<file path="src/rtl/gmii_tx_framer_if.sv">
// rtl/gmii_tx_framer_if.sv - byte stream handshake bundle feeding the GMII transmit framer
interface gmii_tx_framer_if;
   logic [7:0] s_axis_tdata;
   logic       s_axis_tvalid;
   logic       s_axis_tready;
   logic       s_axis_tlast;
   logic       s_axis_tuser;

   modport master (
      output s_axis_tdata, s_axis_tvalid, s_axis_tlast, s_axis_tuser,
      input  s_axis_tready
   );

   modport slave (
      input  s_axis_tdata, s_axis_tvalid, s_axis_tlast, s_axis_tuser,
      output s_axis_tready
   );
endinterface

</file>
<file path="src/rtl/gmii_tx_framer.sv">
// rtl/gmii_tx_framer.sv - GMII transmit framer (preamble/SFD, payload, pad when GMII_TX_FRAMER_PAD_EN, FCS, IFG)
module gmii_tx_framer #(
   parameter int IFG_BYTES = 12,
   parameter int MIN_FRAME = 60
) (
   input  logic             clk,
   input  logic             rst_n,
   gmii_tx_framer_if.slave  s_axis,
   output logic [7:0]       gmii_txd,
   output logic             gmii_tx_en,
   output logic             gmii_tx_er,
   output logic             tx_start,
   output logic             tx_underflow
);

   localparam logic [2:0] S_IDLE     = 3'd0;
   localparam logic [2:0] S_PREAMBLE = 3'd1;
   localparam logic [2:0] S_SFD      = 3'd2;
   localparam logic [2:0] S_DATA     = 3'd3;
   localparam logic [2:0] S_PAD      = 3'd4;
   localparam logic [2:0] S_FCS      = 3'd5;
   localparam logic [2:0] S_IFG      = 3'd6;
   localparam logic [2:0] S_DROP     = 3'd7;

   localparam logic [7:0] L_IFG_LAST = 8'(IFG_BYTES - 1);

   logic [2:0]  r_state;
   logic [2:0]  r_sub;        // preamble byte index, then FCS byte index
   logic [7:0]  r_ifg_cnt;
   logic [31:0] r_crc;
   logic        r_bad;        // tuser latched with tlast

   logic [31:0] w_crc_next;
   logic [31:0] w_fcs;
   logic [7:0]  w_crc_byte;

   // Reflected CRC-32 (0xEDB88320 is 0x04C11DB7 bit-reversed), one byte LSB first
   function automatic logic [31:0] crc_byte(input logic [31:0] c, input logic [7:0] d);
      logic [31:0] x;
      x = c;
      for (int i = 0; i < 8; i++) begin
         x = (x[0] ^ d[i]) ? ((x >> 1) ^ 32'hEDB88320) : (x >> 1);
      end
      return x;
   endfunction

   assign s_axis.s_axis_tready = (r_state == S_SFD) || (r_state == S_DATA) || (r_state == S_DROP);
   assign w_crc_byte = (r_state == S_PAD) ? 8'h00 : s_axis.s_axis_tdata;
   assign w_crc_next = crc_byte(r_crc, w_crc_byte);
   assign w_fcs      = ~r_crc;

`ifdef GMII_TX_FRAMER_PAD_EN
   logic [15:0] r_cnt;
   logic [15:0] w_cnt_next;
   logic        w_short;

   // SFD takes the first byte, so the count restarts at one there; saturates at 0xFFFF
   assign w_cnt_next = (r_state == S_SFD) ? 16'd1 :
                       (r_cnt == 16'hFFFF) ? r_cnt : r_cnt + 16'd1;
   assign w_short    = w_cnt_next < 16'(MIN_FRAME);
`else
   logic [15:0] w_unused_min_frame;
   assign w_unused_min_frame = 16'(MIN_FRAME);
`endif

   // Frame sequencer; every GMII output is loaded here so the pins are registered
   always_ff @(posedge clk) begin
      if (!rst_n) begin
         r_state      <= S_IDLE;
         r_sub        <= 3'd0;
         r_ifg_cnt    <= 8'd0;
         r_crc        <= 32'hFFFFFFFF;
         r_bad        <= 1'b0;
         gmii_txd     <= 8'h00;
         gmii_tx_en   <= 1'b0;
         gmii_tx_er   <= 1'b0;
         tx_start     <= 1'b0;
         tx_underflow <= 1'b0;
`ifdef GMII_TX_FRAMER_PAD_EN
         r_cnt        <= 16'd0;
`endif
      end else begin
         tx_start     <= 1'b0;
         tx_underflow <= 1'b0;
         gmii_tx_er   <= 1'b0;
         case (r_state)
            S_IDLE: begin
               gmii_txd   <= 8'h00;
               gmii_tx_en <= 1'b0;
               if (s_axis.s_axis_tvalid) begin
                  r_state <= S_PREAMBLE;
                  r_sub   <= 3'd0;
                  r_crc   <= 32'hFFFFFFFF;
               end
            end
            S_PREAMBLE: begin
               // Seven 0x55 bytes, the eighth slot loads the SFD
               gmii_tx_en <= 1'b1;
               r_sub      <= r_sub + 3'd1;
               if (r_sub == 3'd0) begin
                  tx_start <= 1'b1;
               end
               if (r_sub == 3'd7) begin
                  gmii_txd <= 8'hD5;
                  r_state  <= S_SFD;
               end else begin
                  gmii_txd <= 8'h55;
               end
            end
            S_SFD, S_DATA: begin
               gmii_tx_en <= 1'b1;
               if (s_axis.s_axis_tvalid) begin
                  gmii_txd <= s_axis.s_axis_tdata;
                  r_crc    <= w_crc_next;
`ifdef GMII_TX_FRAMER_PAD_EN
                  r_cnt    <= w_cnt_next;
`endif
                  if (s_axis.s_axis_tlast) begin
                     r_bad <= s_axis.s_axis_tuser;
                     r_sub <= 3'd0;
`ifdef GMII_TX_FRAMER_PAD_EN
                     r_state <= w_short ? S_PAD : S_FCS;
`else
                     r_state <= S_FCS;
`endif
                  end else begin
                     r_state <= S_DATA;
                  end
               end else begin
                  // Source ran dry mid-frame: poison the wire for one byte and abandon
                  gmii_txd     <= 8'h00;
                  gmii_tx_er   <= 1'b1;
                  tx_underflow <= 1'b1;
                  r_state      <= S_DROP;
               end
            end
`ifdef GMII_TX_FRAMER_PAD_EN
            S_PAD: begin
               gmii_txd   <= 8'h00;
               gmii_tx_en <= 1'b1;
               r_crc      <= w_crc_next;
               r_cnt      <= w_cnt_next;
               if (w_cnt_next == 16'(MIN_FRAME)) begin
                  r_state <= S_FCS;
               end
            end
`endif
            S_FCS: begin
               gmii_txd   <= w_fcs[{r_sub[1:0], 3'b000} +: 8];
               gmii_tx_en <= 1'b1;
               gmii_tx_er <= r_bad;
               r_sub      <= r_sub + 3'd1;
               if (r_sub == 3'd3) begin
                  r_state   <= S_IFG;
                  r_ifg_cnt <= 8'd0;
               end
            end
            S_IFG: begin
               gmii_txd   <= 8'h00;
               gmii_tx_en <= 1'b0;
               if (r_ifg_cnt == L_IFG_LAST) begin
                  r_state <= S_IDLE;
               end else begin
                  r_ifg_cnt <= r_ifg_cnt + 8'd1;
               end
            end
            S_DROP: begin
               gmii_txd   <= 8'h00;
               gmii_tx_en <= 1'b0;
               if (s_axis.s_axis_tvalid && s_axis.s_axis_tlast) begin
                  r_state   <= S_IFG;
                  r_ifg_cnt <= 8'd0;
               end
            end
            default: begin
               gmii_txd   <= 8'h00;
               gmii_tx_en <= 1'b0;
               r_state    <= S_IDLE;
            end
         endcase
      end
   end

endmodule

</file>
<file path="src/flat_wrapper.sv">
// flat-port wrapper written by rule: the top's interface ports become plain ports
module gmii_tx_framer_flat 
#(
   parameter int IFG_BYTES = 12,
   parameter int MIN_FRAME = 60
)
  (clk, rst_n, gmii_txd, gmii_tx_en, gmii_tx_er, tx_start, tx_underflow, s_axis_s_axis_tdata, s_axis_s_axis_tvalid, s_axis_s_axis_tlast, s_axis_s_axis_tuser, s_axis_s_axis_tready);
  gmii_tx_framer_if s_axis_i ();
  input  logic clk;
  input  logic rst_n;
  output logic [7:0] gmii_txd;
  output logic gmii_tx_en;
  output logic gmii_tx_er;
  output logic tx_start;
  output logic tx_underflow;
  input wire logic [$bits(s_axis_i.s_axis_tdata)-1:0] s_axis_s_axis_tdata;
  input wire logic [$bits(s_axis_i.s_axis_tvalid)-1:0] s_axis_s_axis_tvalid;
  input wire logic [$bits(s_axis_i.s_axis_tlast)-1:0] s_axis_s_axis_tlast;
  input wire logic [$bits(s_axis_i.s_axis_tuser)-1:0] s_axis_s_axis_tuser;
  output wire logic [$bits(s_axis_i.s_axis_tready)-1:0] s_axis_s_axis_tready;
  assign s_axis_i.s_axis_tdata = s_axis_s_axis_tdata;
  assign s_axis_i.s_axis_tvalid = s_axis_s_axis_tvalid;
  assign s_axis_i.s_axis_tlast = s_axis_s_axis_tlast;
  assign s_axis_i.s_axis_tuser = s_axis_s_axis_tuser;
  assign s_axis_s_axis_tready = s_axis_i.s_axis_tready;
  gmii_tx_framer #(.IFG_BYTES(IFG_BYTES), .MIN_FRAME(MIN_FRAME)) u_core (.clk(clk), .rst_n(rst_n), .s_axis(s_axis_i), .gmii_txd(gmii_txd), .gmii_tx_en(gmii_tx_en), .gmii_tx_er(gmii_tx_er), .tx_start(tx_start), .tx_underflow(tx_underflow));
endmodule
</file>
<file path="config.mk">
export PLATFORM = sky130hd
export DESIGN_NAME = gmii_tx_framer_flat
export DESIGN_NICKNAME = d
export VERILOG_FILES = /design/src/rtl/gmii_tx_framer_if.sv /design/src/rtl/gmii_tx_framer.sv /design/src/flat_wrapper.sv
export SDC_FILE = /design/constraint.sdc
export NUM_CORES = 1
export LEC_CHECK = 0
export CAP_MARGIN = 5
export CORE_ASPECT_RATIO = 0.9
export CORE_MARGIN = 4
export CORE_UTILIZATION = 55
export CTS_CLUSTER_DIAMETER = 50
export CTS_CLUSTER_SIZE = 30
export DETAILED_ROUTE_END_ITERATION = 8
export GPL_TIMING_DRIVEN = 0
export PLACE_DENSITY_LB_ADDON = 0.1
export SYNTH_ARGS = -nofsm -noshare
export SYNTH_HDL_FRONTEND = slang
export SYNTH_SLANG_ARGS = --single-unit
</file>
<file path="constraint.sdc">
create_clock -name clk -period 3.2 [get_ports clk]
set_clock_uncertainty 0.05 [all_clocks]
set_input_delay 0.96 -clock clk [delete_from_list [all_inputs] [get_ports clk]]
set_output_delay 0.96 -clock clk [all_outputs]
set_load 0.02 [all_outputs]
</file>
==> summary.txt, run 1 <==
Pwr
  • Power Density: 393.6 nW/µm²
  • Leakage: around 0.0017 µW
  • Worst vdd ir: 281.4 µV

Detailed routing
  • Via-to-Cell Ratio: just under 6
  • DRC: 0
  • Drt first pass iters: 6
  • Vias: 2885
  • Routed len/inst: 18.21 µm
  • WL final: 8851 µm
  • Final ANT Viol Nets: 0
  • Initial detailed-routing violation count: between 200 and 250

Setup path
  • Max FO, Critical Path: 5
  • Req. time, crit path: 3380 ps
  • Critical path cell sequence: clkdlybuf4s50_1 -> inv_1 -> o21ai_0 -> a211oi_1 -> nor2_2 -> xnor3_1 -> o22a_1
  • CP Class: in -> reg
  • CP Launch Type: primary input
  • Crit. End Element: flop
  • Crit-path leading delay family: compound AO/OA/AOI/OAI gates
  • Critical path data arrival time: 3230 ps
  • CP bufs+invs: 2
  • Slowest cell on the critical path: clkdlybuf4s50_1
  • Largest stage delay, worst path: around 500 ps

Timing
  • Setup repair after global routing missed its margin: false
  • Slew Viols, Final: 0
  • Worst-Margin Slew: 771.8 ps
  • Hold Vio Cnt, Final: 0
  • Peak Freq: 327.6 MHz
  • Setup TNS: 0 ps
  • Final Critical Period: 3052 ps
  • Crit share post-route: about 95%
  • Setup-failing EPs final: 0
  • Max transition margin: 48.20%

Layout
  • Layout cell share with drive strength beyond 1: 8.772%
  • Layout Cells excl Fill: 486
  • # nets final: 412
  • Multi-input gate area: 2332 µm²
  • Sequential cell area: 1181 µm²
  • Layout area overhead: 14.73%
  • # diodes: 0
  • Fillers: 501
  • Core Util, Final: 66.53%

Global routing
  • Largest net degree at the start of global routing: 11
  • Initial antenna violation count: 0
  • GRT Overall Usage: 23.78%
  • GRT Residual Overflow: 0
  • Vias in the first global route: 2770
  • First-pass GRT wire length: 14640 µm

Die
  • Rows: 27
  • Die ar.: 7993 µm²
  • # IOs: 26
  • Core area: about 6300 µm²
  • Die extent in y: about 85 µm
  • DIE WIDTH: approximately 94 µm
  • Initial Utilization: 57.98%

Place
  • Gp weighted congestion: ~0.9
  • Post-DP HPWL: 6463 µm
  • Port bufs: 25
  • Inst Count DP: 470

Logic synthesis
  • EDFF count, synth: 0
  • Ys async rst share: 0%
  • Post-synthesis sequential area ratio: roughly 32%
  • Synth Warn #: 0
  • Area of the mapped netlist: 3643 µm²
  • Cell count after synthesis: between 300 and 400
  • Avg Cell Area, Syn: around 10 µm²
  • Synth area leaders: dfxtp_1, xnor3_1, mux4_2, xnor2_1, o22a_1
  • Main flop type after synthesis: dfxtp_1
  • Post-synthesis net count: 376
  • Synth cell count leaders: dfxtp_1, nor2_1, nand2_1
  • Count leader, synth: dfxtp_1
  • Synth unique cells: 51
  • Synth top area share: 32.42%
  • FF+latch count, synth: 59
  • Synth area leader: dfxtp_1

Clock network
  • Worst-path clk slew: 60 ps
  • CTS resizes: 0
  • Clk root buf: clkbuf_8
  • Clock latency on the worst-skew pair: 340 ps
  • CTS Sinks: 59
  • Num CTS Buffers: 9
  • Clock tree buffer depth: 2
  • TritonCTS clock tree: built
  • Post-CTS Hold Buffers: 0
  • H-tree levels: 3
  • Setup bufs post-CTS: 0

Min path
  • HP Class: reg -> reg

Flow run
  • Max_cap viols: 0

Run status
  • Status: completed
## area by class of cell
cell class	count	area share, %
Sequential cell	59	28.25
Buffer	21	2.335
Multi-Input combinational cell	268	55.79
Clock inverter	2	0.2394
Clock buffer	14	3.891
Timing Repair Buffer	25	5.986
Tap cell	87	2.604
Inverter	10	0.8979
## worst reg2reg max path, cell delays in order (launching register included)
cell and delay [ps]:
dfxtp_1 310, buf_6 130, nor3b_1 400, buf_2 300, nor3b_1 120, nor2_1 560, xor3_1 500, xor2_1 160
o22a_1 160
## registers in the layout (all words and copies together), names as in the netlist
name,cells
u_core.r_crc,32
u_core.gmii_txd,8
u_core.r_ifg_cnt,8
u_core.r_state,3
u_core.r_sub,3
u_core.gmii_tx_en,1
u_core.gmii_tx_er,1
u_core.r_bad,1
u_core.tx_start,1
u_core.tx_underflow,1
## per-stage QoR
step           hold slack [ps]  setup slack, ps  power [µW]  instance area, µm²
2_1_floorplan            393.9            582.0       976.3                3643
3_3_place_gp             411.4           -281.5        1042                4003
3_5_place_dp             427.1           -338.5        1044                4003
4_1_cts                  437.0            15.63        1648                4175
5_1_grt                  474.4            39.05        1710                4180
6_report                 430.3            147.9        1646                4180
## kinds of logic after synthesis
kind of cell	count (synthesis)	share of synthesized area (%)
AND/OR/NAND/NOR	106	13.84
AO/OA/AOI/OAI	90	18.82
flip-flops	59	32.42
XOR/XNOR	57	24.00
buffers and inverters	31	3.709
multiplexers	10	5.494
adder cells (fa/ha/maj)	5	1.717
## where the power goes
part           total [µW]  leakage, µW  switching [µW]  internal [µW]
Combinational         290      0.00110             139            151
Sequential            742     0.000478            2.02            740
Clock                 614    0.0000905             292            322
## layer usage
metal | up-vias | wire length, µm | share of wire [%] | GRT usage (%)
li1 | 1362 | - | - | -
met1 | 1408 | 4258 | 48 | 34.96
met2 | 98 | 3892 | 44 | 34.56
met3 | 17 | 559 | 6.3 | 6.383
met4 | 0 | 141 | 1.6 | 6.562
met5 | - | 0 | 0 | 0
## worst paths after layout
kind / startpoint / endpoint / slack [ps] / depth (start not counted)
min reg2reg: u_core.r_bad / u_core.r_bad / 430 / 2
max: s_axis_s_axis_tdata[0] / u_core.r_crc[18] / 150 / 7
min: u_core.r_bad / u_core.r_bad / 430 / 2
max reg2reg: u_core.r_state[1] / u_core.r_crc[21] / 410 / 8
## cell usage in the layout (no fill, tap or decap), drive strengths merged, types with 8 or more instances in the layout
cell type / netlist / layout
a21oi: 19 / 19
and2: 8 / 8
clkbuf: 15 / 29
clkdlybuf4s50: 0 / 25
dfxtp: 59 / 59
inv: 10 / 10
mux4: 8 / 8
nand2: 32 / 32
nor2: 35 / 35
nor2b: 12 / 12
o21ai: 8 / 8
o22a: 16 / 16
o22ai: 10 / 10
xnor2: 20 / 20
xnor3: 20 / 20
xor2: 11 / 11
(Power assumes the default switching activity.)
==> run 2: changes to the inputs <==
Settings changed: CORE_MARGIN 4 to 2, SKIP_CTS_REPAIR_TIMING set to 1.
==> summary.txt, run 2 (synthesis results as in run 1) <==
Clock network
  • Worst-path clk slew: 60 ps (about the same)
  • TritonCTS clock tree: built
  • Clock tree buffer depth: 2 (unchanged)
  • CTS Sinks: 59 (unchanged)
  • H-tree levels: 3 (unchanged)
  • Num CTS Buffers: 9 (unchanged)
  • Clock latency on the worst-skew pair: 350 ps (about the same)
  • Clk root buf: clkbuf_8

Layout
  • Core Util, Final: 65.64% (-0.89 points)
  • Most frequent cells in the layout: dfxtp_1, nor2_1, nand2_1
  • Commonest non-fill, non-tap cell in the layout: dfxtp_1
  • # diodes: 0 (unchanged)
  • # nets final: 412 (unchanged)
  • Most flops, register: u_core.r_crc
  • Top Registers: u_core.r_crc (32), u_core.gmii_txd (8), u_core.r_ifg_cnt (8)
  • Layout cell share with drive strength beyond 1: 9.524% (+0.75 points)
  • Max reg flops: 32 (unchanged)
  • Final Cell Area: 4254 µm² (+1.8%)
  • Layout area overhead: 16.76%

Detailed routing
  • Initial detailed-routing violation count: 182 (-24%)
  • Vias: 2871 (-0.49%)
  • Routed len/inst: 18.18 µm (-0.19%)
  • Via-to-Cell Ratio: 5.871 (-1.1%)
  • WL final: 8889 µm (+0.43%)
  • DRC: 0 (unchanged)
  • Final ANT Viol Nets: 0 (unchanged)
  • Drt first pass iters: 4 (-2)

Place
  • Post-DP HPWL: 6523 µm (+0.92%)
  • Post-DP Area: 4006 µm² (about the same)
  • Gp weighted congestion: 0.8950 (+1.3%)
  • Port bufs: 25 (unchanged)

Global routing
  • Initial antenna violation count: 0 (unchanged)
  • Largest net degree at the start of global routing: 11 (unchanged)
  • Vias in the first global route: 2684 (-3.1%)
  • GRT Residual Overflow: 0 (unchanged)
  • First-pass GRT wire length: 14380 µm (-1.8%)
  • GRT Overall Usage: 26.06% (+2.3 points)

Timing
  • Slew Viols, Final: 0 (unchanged)
  • Worst Hold Slack: 424.9 ps (-5.385 ps)
  • Setup repair after global routing missed its margin: false
  • Peak Freq: 325.2 MHz (-0.75%)
  • Crit share post-route: 96.10% (+0.72 points)
  • Max transition margin: 48.52% (+0.33 points)
  • Worst-Margin Slew: 772.1 ps (+0.3000 ps)
  • Hold Vio Cnt, Final: 0 (unchanged)
  • Final Critical Period: 3075 ps (+23.07 ps)
  • Setup-failing EPs final: 0 (unchanged)
  • Setup TNS: 0 ps (unchanged)

Pwr
  • Power Density: 430.4 nW/µm² (+9.3%)
  • Leakage: 0.001697 µW (+1.8%)
  • Worst vdd ir: 273.0 µV (-3.0%)

Die
  • Die ar.: 7293 µm² (-8.8%)
  • Die extent in y: 81.22 µm (-4.7%)
  • DIE WIDTH: 89.80 µm (-4.3%)
  • Initial Utilization: 56.22% (-1.8 points)
  • Core area: 6481 µm² (+3.1%)
  • # IOs: 26 (unchanged)
  • Rows: 28 (+3.7%)

Setup path
  • Reg2Reg Depth: 8 (unchanged)
  • Critical path cell sequence: clkdlybuf4s50_1 -> nor3b_1 -> a211oi_1 -> nor2_2 -> xnor3_1 -> o22a_1
  • Req. time, crit path: 3390 ps (about the same)
  • Slowest cell on the critical path: clkdlybuf4s50_1
  • Reg-to-Reg Start: u_core.r_state[1]
  • FF-to-FF End: u_core.r_crc[18]
  • Crit-path leading delay family: simple AND/OR/NAND/NOR gates
  • Max FO, Critical Path: 5 (unchanged)
  • Critical Path Start: s_axis_s_axis_tdata[6]
  • Largest stage delay, worst path: 550 ps (+60 ps)
  • CP Launch Type: primary input
  • CP bufs+invs: 1 (-1)
  • Crit. End Element: flop
  • R2R setup slack: 440 ps (+30 ps)
  • CP Class: in -> reg
  • Critical path data arrival time: 3260 ps (+30 ps)

Min path
  • HP Class: reg -> reg
  • Hold EP: u_core.r_bad
  • Hold Startpoint: u_core.r_bad
  • Hold Path Stages: 2 (unchanged)

Flow run
  • Max_cap viols: 0 (unchanged)

Run status
  • Status: completed
==> run 2: cell types whose count changed in the layout (fill, tap and decap cells not counted) <==
cell	previous run	this run
a211oi_1	5	4
a211oi_2	0	1
bufinv_16	0	2
clkbuf_1	18	16
clkbuf_8	11	12
clkinv_2	2	0
clkinv_4	0	1
==> run 2: layer usage <==
layer	global-route usage [%]	vias to the layer above	wire, µm
met2	40.98	97	3914
met3	7.421	12	635
met1	35.32	1401	4223
met5	0	-	0
li1	-	1361	-
met4	8.308	0	116
==> run 2: how the worst max path moves through the flow <==
stage	slack, ps	to	cells past startpoint
final	120	u_core.r_crc[18]	6
after global routing	40	u_core.r_crc[18]	6
after CTS	-20	u_core.r_crc[18]	6
after detailed placement	-390	u_core.r_crc[18]	6
after global placement	-240	u_core.r_crc[18]	6
after floorplan	580	u_core.r_crc[4]	7
==> run 2: tightest hold or removal path, delay by kind of cell, from the launching register on <==
| family | cells | cell delay, ps |
|---|---|---|
| AO/OA/AOI/OAI | 1 | 70 |
| flip-flops | 1 | 310 |
| AND/OR/NAND/NOR | 1 | 50 |
==> run 2: metrics by stage <==
step | total power [µW] | instances | worst slack (ps)
floorplan | 976.3 | 358 | 582.0
global placement | 1039 | 473 | -238.3
detailed placement | 1044 | 473 | -389.4
CTS | 1840 | 489 | -20.75
global route | 1897 | 489 | 39.91
finish | 1831 | 489 | 124.8
==> run 2: area by class of cell <==
class                      count  area, µm²
buffer                        21      97.59
tap                           90      112.6
inverter                      10      37.54
clock inverter                 3      68.82
fill                         530       2227
sequential                    59       1181
clock buffer                  13      168.9
multi-input combinational    268       2337
timing repair buffer          25      250.2
==> run 2: power breakdown <==
part | switching, µW | leakage, µW | internal [µW] | total, µW
Sequential | 1.99 | 0.000478 | 740 | 742
Clock | 296 | 0.000120 | 504 | 800
Combinational | 138 | 0.00110 | 151 | 289
==> run 3: changes to the inputs <==
Settings changed: ABC_CLOCK_PERIOD_IN_PS set to 3950.
Clock period 3.2 ns to 3.95 ns, I/O delays scaled along.
==> summary.txt, run 3 (synthesis results as in run 1) <==
Clock network
  • Worst-path clk slew: 60 ps (about the same)
  • Clk root buf: clkbuf_8
  • Clock tree buffer depth: 2 (unchanged)
  • Clock latency on the worst-skew pair: 350 ps (about the same)
  • H-tree levels: 3 (unchanged)
  • CTS Sinks: 59 (unchanged)
  • Num CTS Buffers: 9 (unchanged)
  • TritonCTS clock tree: built

Timing
  • Final Critical Period: 3484 ps
  • Crit share post-route: 88.20%
  • Final worst setup slack: 466.3 ps (+341.5 ps)
  • Setup TNS: 0 ps (unchanged)
  • Peak Freq: 287.1 MHz
  • Hold Vio Cnt, Final: 0 (unchanged)
  • Setup-failing EPs final: 0 (unchanged)
  • Worst-Margin Slew: 772.1 ps (+0.005424 ps)
  • Max transition margin: 48.52% (about the same)
  • Slew Viols, Final: 0 (unchanged)
  • Setup repair after global routing missed its margin: false

Layout
  • Core Util, Final: 65.48% (-0.15 points)
  • Most frequent cells in the layout: dfxtp_1, nor2_1, nand2_1
  • # nets final: 412 (unchanged)
  • Top Registers: u_core.r_crc (32), u_core.gmii_txd (8), u_core.r_ifg_cnt (8)
  • Sequential cell area: 1181 µm² (unchanged)
  • Fillers: 529 (-0.19%)
  • Commonest non-fill, non-tap cell in the layout: dfxtp_1
  • Layout area overhead: 16.48%
  • Most flops, register: u_core.r_crc
  • Layout Cells excl Fill: 489 (unchanged)
  • Layout cell share with drive strength beyond 1: 8.772% (-0.75 points)
  • # diodes: 0 (unchanged)
  • Max reg flops: 32 (unchanged)
  • Multi-input gate area: 2327 µm² (-0.43%)

Detailed routing
  • WL final: 8901 µm (+0.13%)
  • Drt first pass iters: 5 (+1)
  • Routed wl met2: 3923 µm (+0.23%)
  • Routed len/inst: 18.20 µm (+0.13%)
  • Via-to-Cell Ratio: 5.888 (+0.28%)
  • DRC: 0 (unchanged)
  • Vias: 2879 (+0.28%)
  • Top Metal Used: met4
  • Final ANT Viol Nets: 0 (unchanged)
  • Met3 wire length: 709 µm (+12%)
  • DRT met1 WL: 4169 µm (-1.3%)
  • Initial detailed-routing violation count: 193 (+6.0%)

Die
  • Core area: 6481 µm² (unchanged)
  • Rows: 28 (unchanged)
  • Initial Utilization: 56.22% (unchanged)
  • # IOs: 26 (unchanged)
  • Die extent in y: 81.22 µm (unchanged)
  • DIE WIDTH: 89.80 µm (unchanged)
  • Die ar.: 7293 µm² (unchanged)

Pwr
  • Clock network fraction of total power: 43.8% (about the same)
  • Power Density: 349.7 nW/µm² (-19%)
  • Gate power share: 15.8% (about the same)
  • Power Internal: 1130 µW (-19%)
  • Sw frac: 23.88% (+0.058 points)
  • P_sw: 354.3 µW (-19%)
  • Leakage: 0.001695 µW (about the same)
  • Sequential Power Share: 40.5% (about the same)
  • Worst vdd ir: 221.4 µV (-19%)

Min path
  • HP Class: reg -> reg

Global routing
  • GRT Residual Overflow: 0 (unchanged)
  • GRT Overall Usage: 26.06% (unchanged)
  • Initial antenna violation count: 0 (unchanged)
  • First-pass GRT wire length: 14380 µm (unchanged)
  • Vias in the first global route: 2684 (unchanged)
  • Largest net degree at the start of global routing: 11 (unchanged)

Place
  • Inst Count DP: 473 (unchanged)
  • Port bufs: 25 (unchanged)
  • Dpl ws: 135.6 ps (+525.0 ps)
  • Gp weighted congestion: 0.8950 (unchanged)
  • Post-DP HPWL: 6523 µm (unchanged)

Setup path
  • Critical Path Start: s_axis_s_axis_tdata[6]
  • Req. time, crit path: 4140 ps (+750 ps)
  • Crit. End Element: flop
  • FF-to-FF End: u_core.r_crc[18]
  • Reg2Reg Depth: 8 (unchanged)
  • R2R setup slack: 1090 ps (+650 ps)
  • Max FO, Critical Path: 5 (unchanged)
  • Critical path data arrival time: 3670 ps (+410 ps)
  • CP Class: in -> reg
  • Setup crit end: u_core.r_crc[18]
  • Reg-to-Reg Start: u_core.r_state[1]
  • CP Launch Type: primary input

Flow run
  • Max_cap viols: 0 (unchanged)

Run status
  • Status: completed
## run 3: power groups by stage
stage          logic (µW)  registers, µW  clock network (µW)
3_3_place_gp          228            614                   0
5_1_grt               251            601                 685
6_report              234            601                 649
4_1_cts               233            601                 657
3_5_place_dp          231            614                   0
2_1_floorplan         174            617                   0
## run 3: worst min path at each step
stage                       startpoint            to  slack [ps]  depth (start not counted)
final                     u_core.r_bad  u_core.r_bad         430                          2
after detailed placement  u_core.r_bad  u_core.r_bad         420                          2
after global placement    u_core.r_bad  u_core.r_bad         410                          2
after global routing      u_core.r_bad  u_core.r_bad         450                          2
after CTS                 u_core.r_bad  u_core.r_bad         430                          2
after floorplan           u_core.r_bad  u_core.r_bad         390                          2
## run 3: layer usage
layer	global-route usage [%]	up-vias
met4	8.308	0
li1	-	1361
met1	35.32	1393
met3	7.421	11
met5	0	-
met2	40.98	114
## run 3: worst max-delay path, stage by stage
cell	delay, ps
clkdlybuf4s50_1	550
nor3b_1	540
a211oi_1	180
nor2_1	530
xnor3_1	510
o22a_1	170
## run 3: metrics by stage
step,instance area (µm²),hold WS (ps),power (µW)
2_1_floorplan,3643,393.9,790.9
3_3_place_gp,4006,411.7,841.8
3_5_place_dp,4006,423.0,845.6
4_1_cts,4244,432.0,1491
5_1_grt,4244,446.1,1536
6_report,4244,425.4,1484
## run 3: cell type report
cell class / instances / area share [%]
clock inverter: 3 / 1.621
inverter: 10 / 0.8844
tap: 90 / 2.653
clock buffer: 13 / 3.980
multi-input combinational: 268 / 54.83
timing repair buffer: 25 / 5.896
sequential: 59 / 27.83
buffer: 21 / 2.300
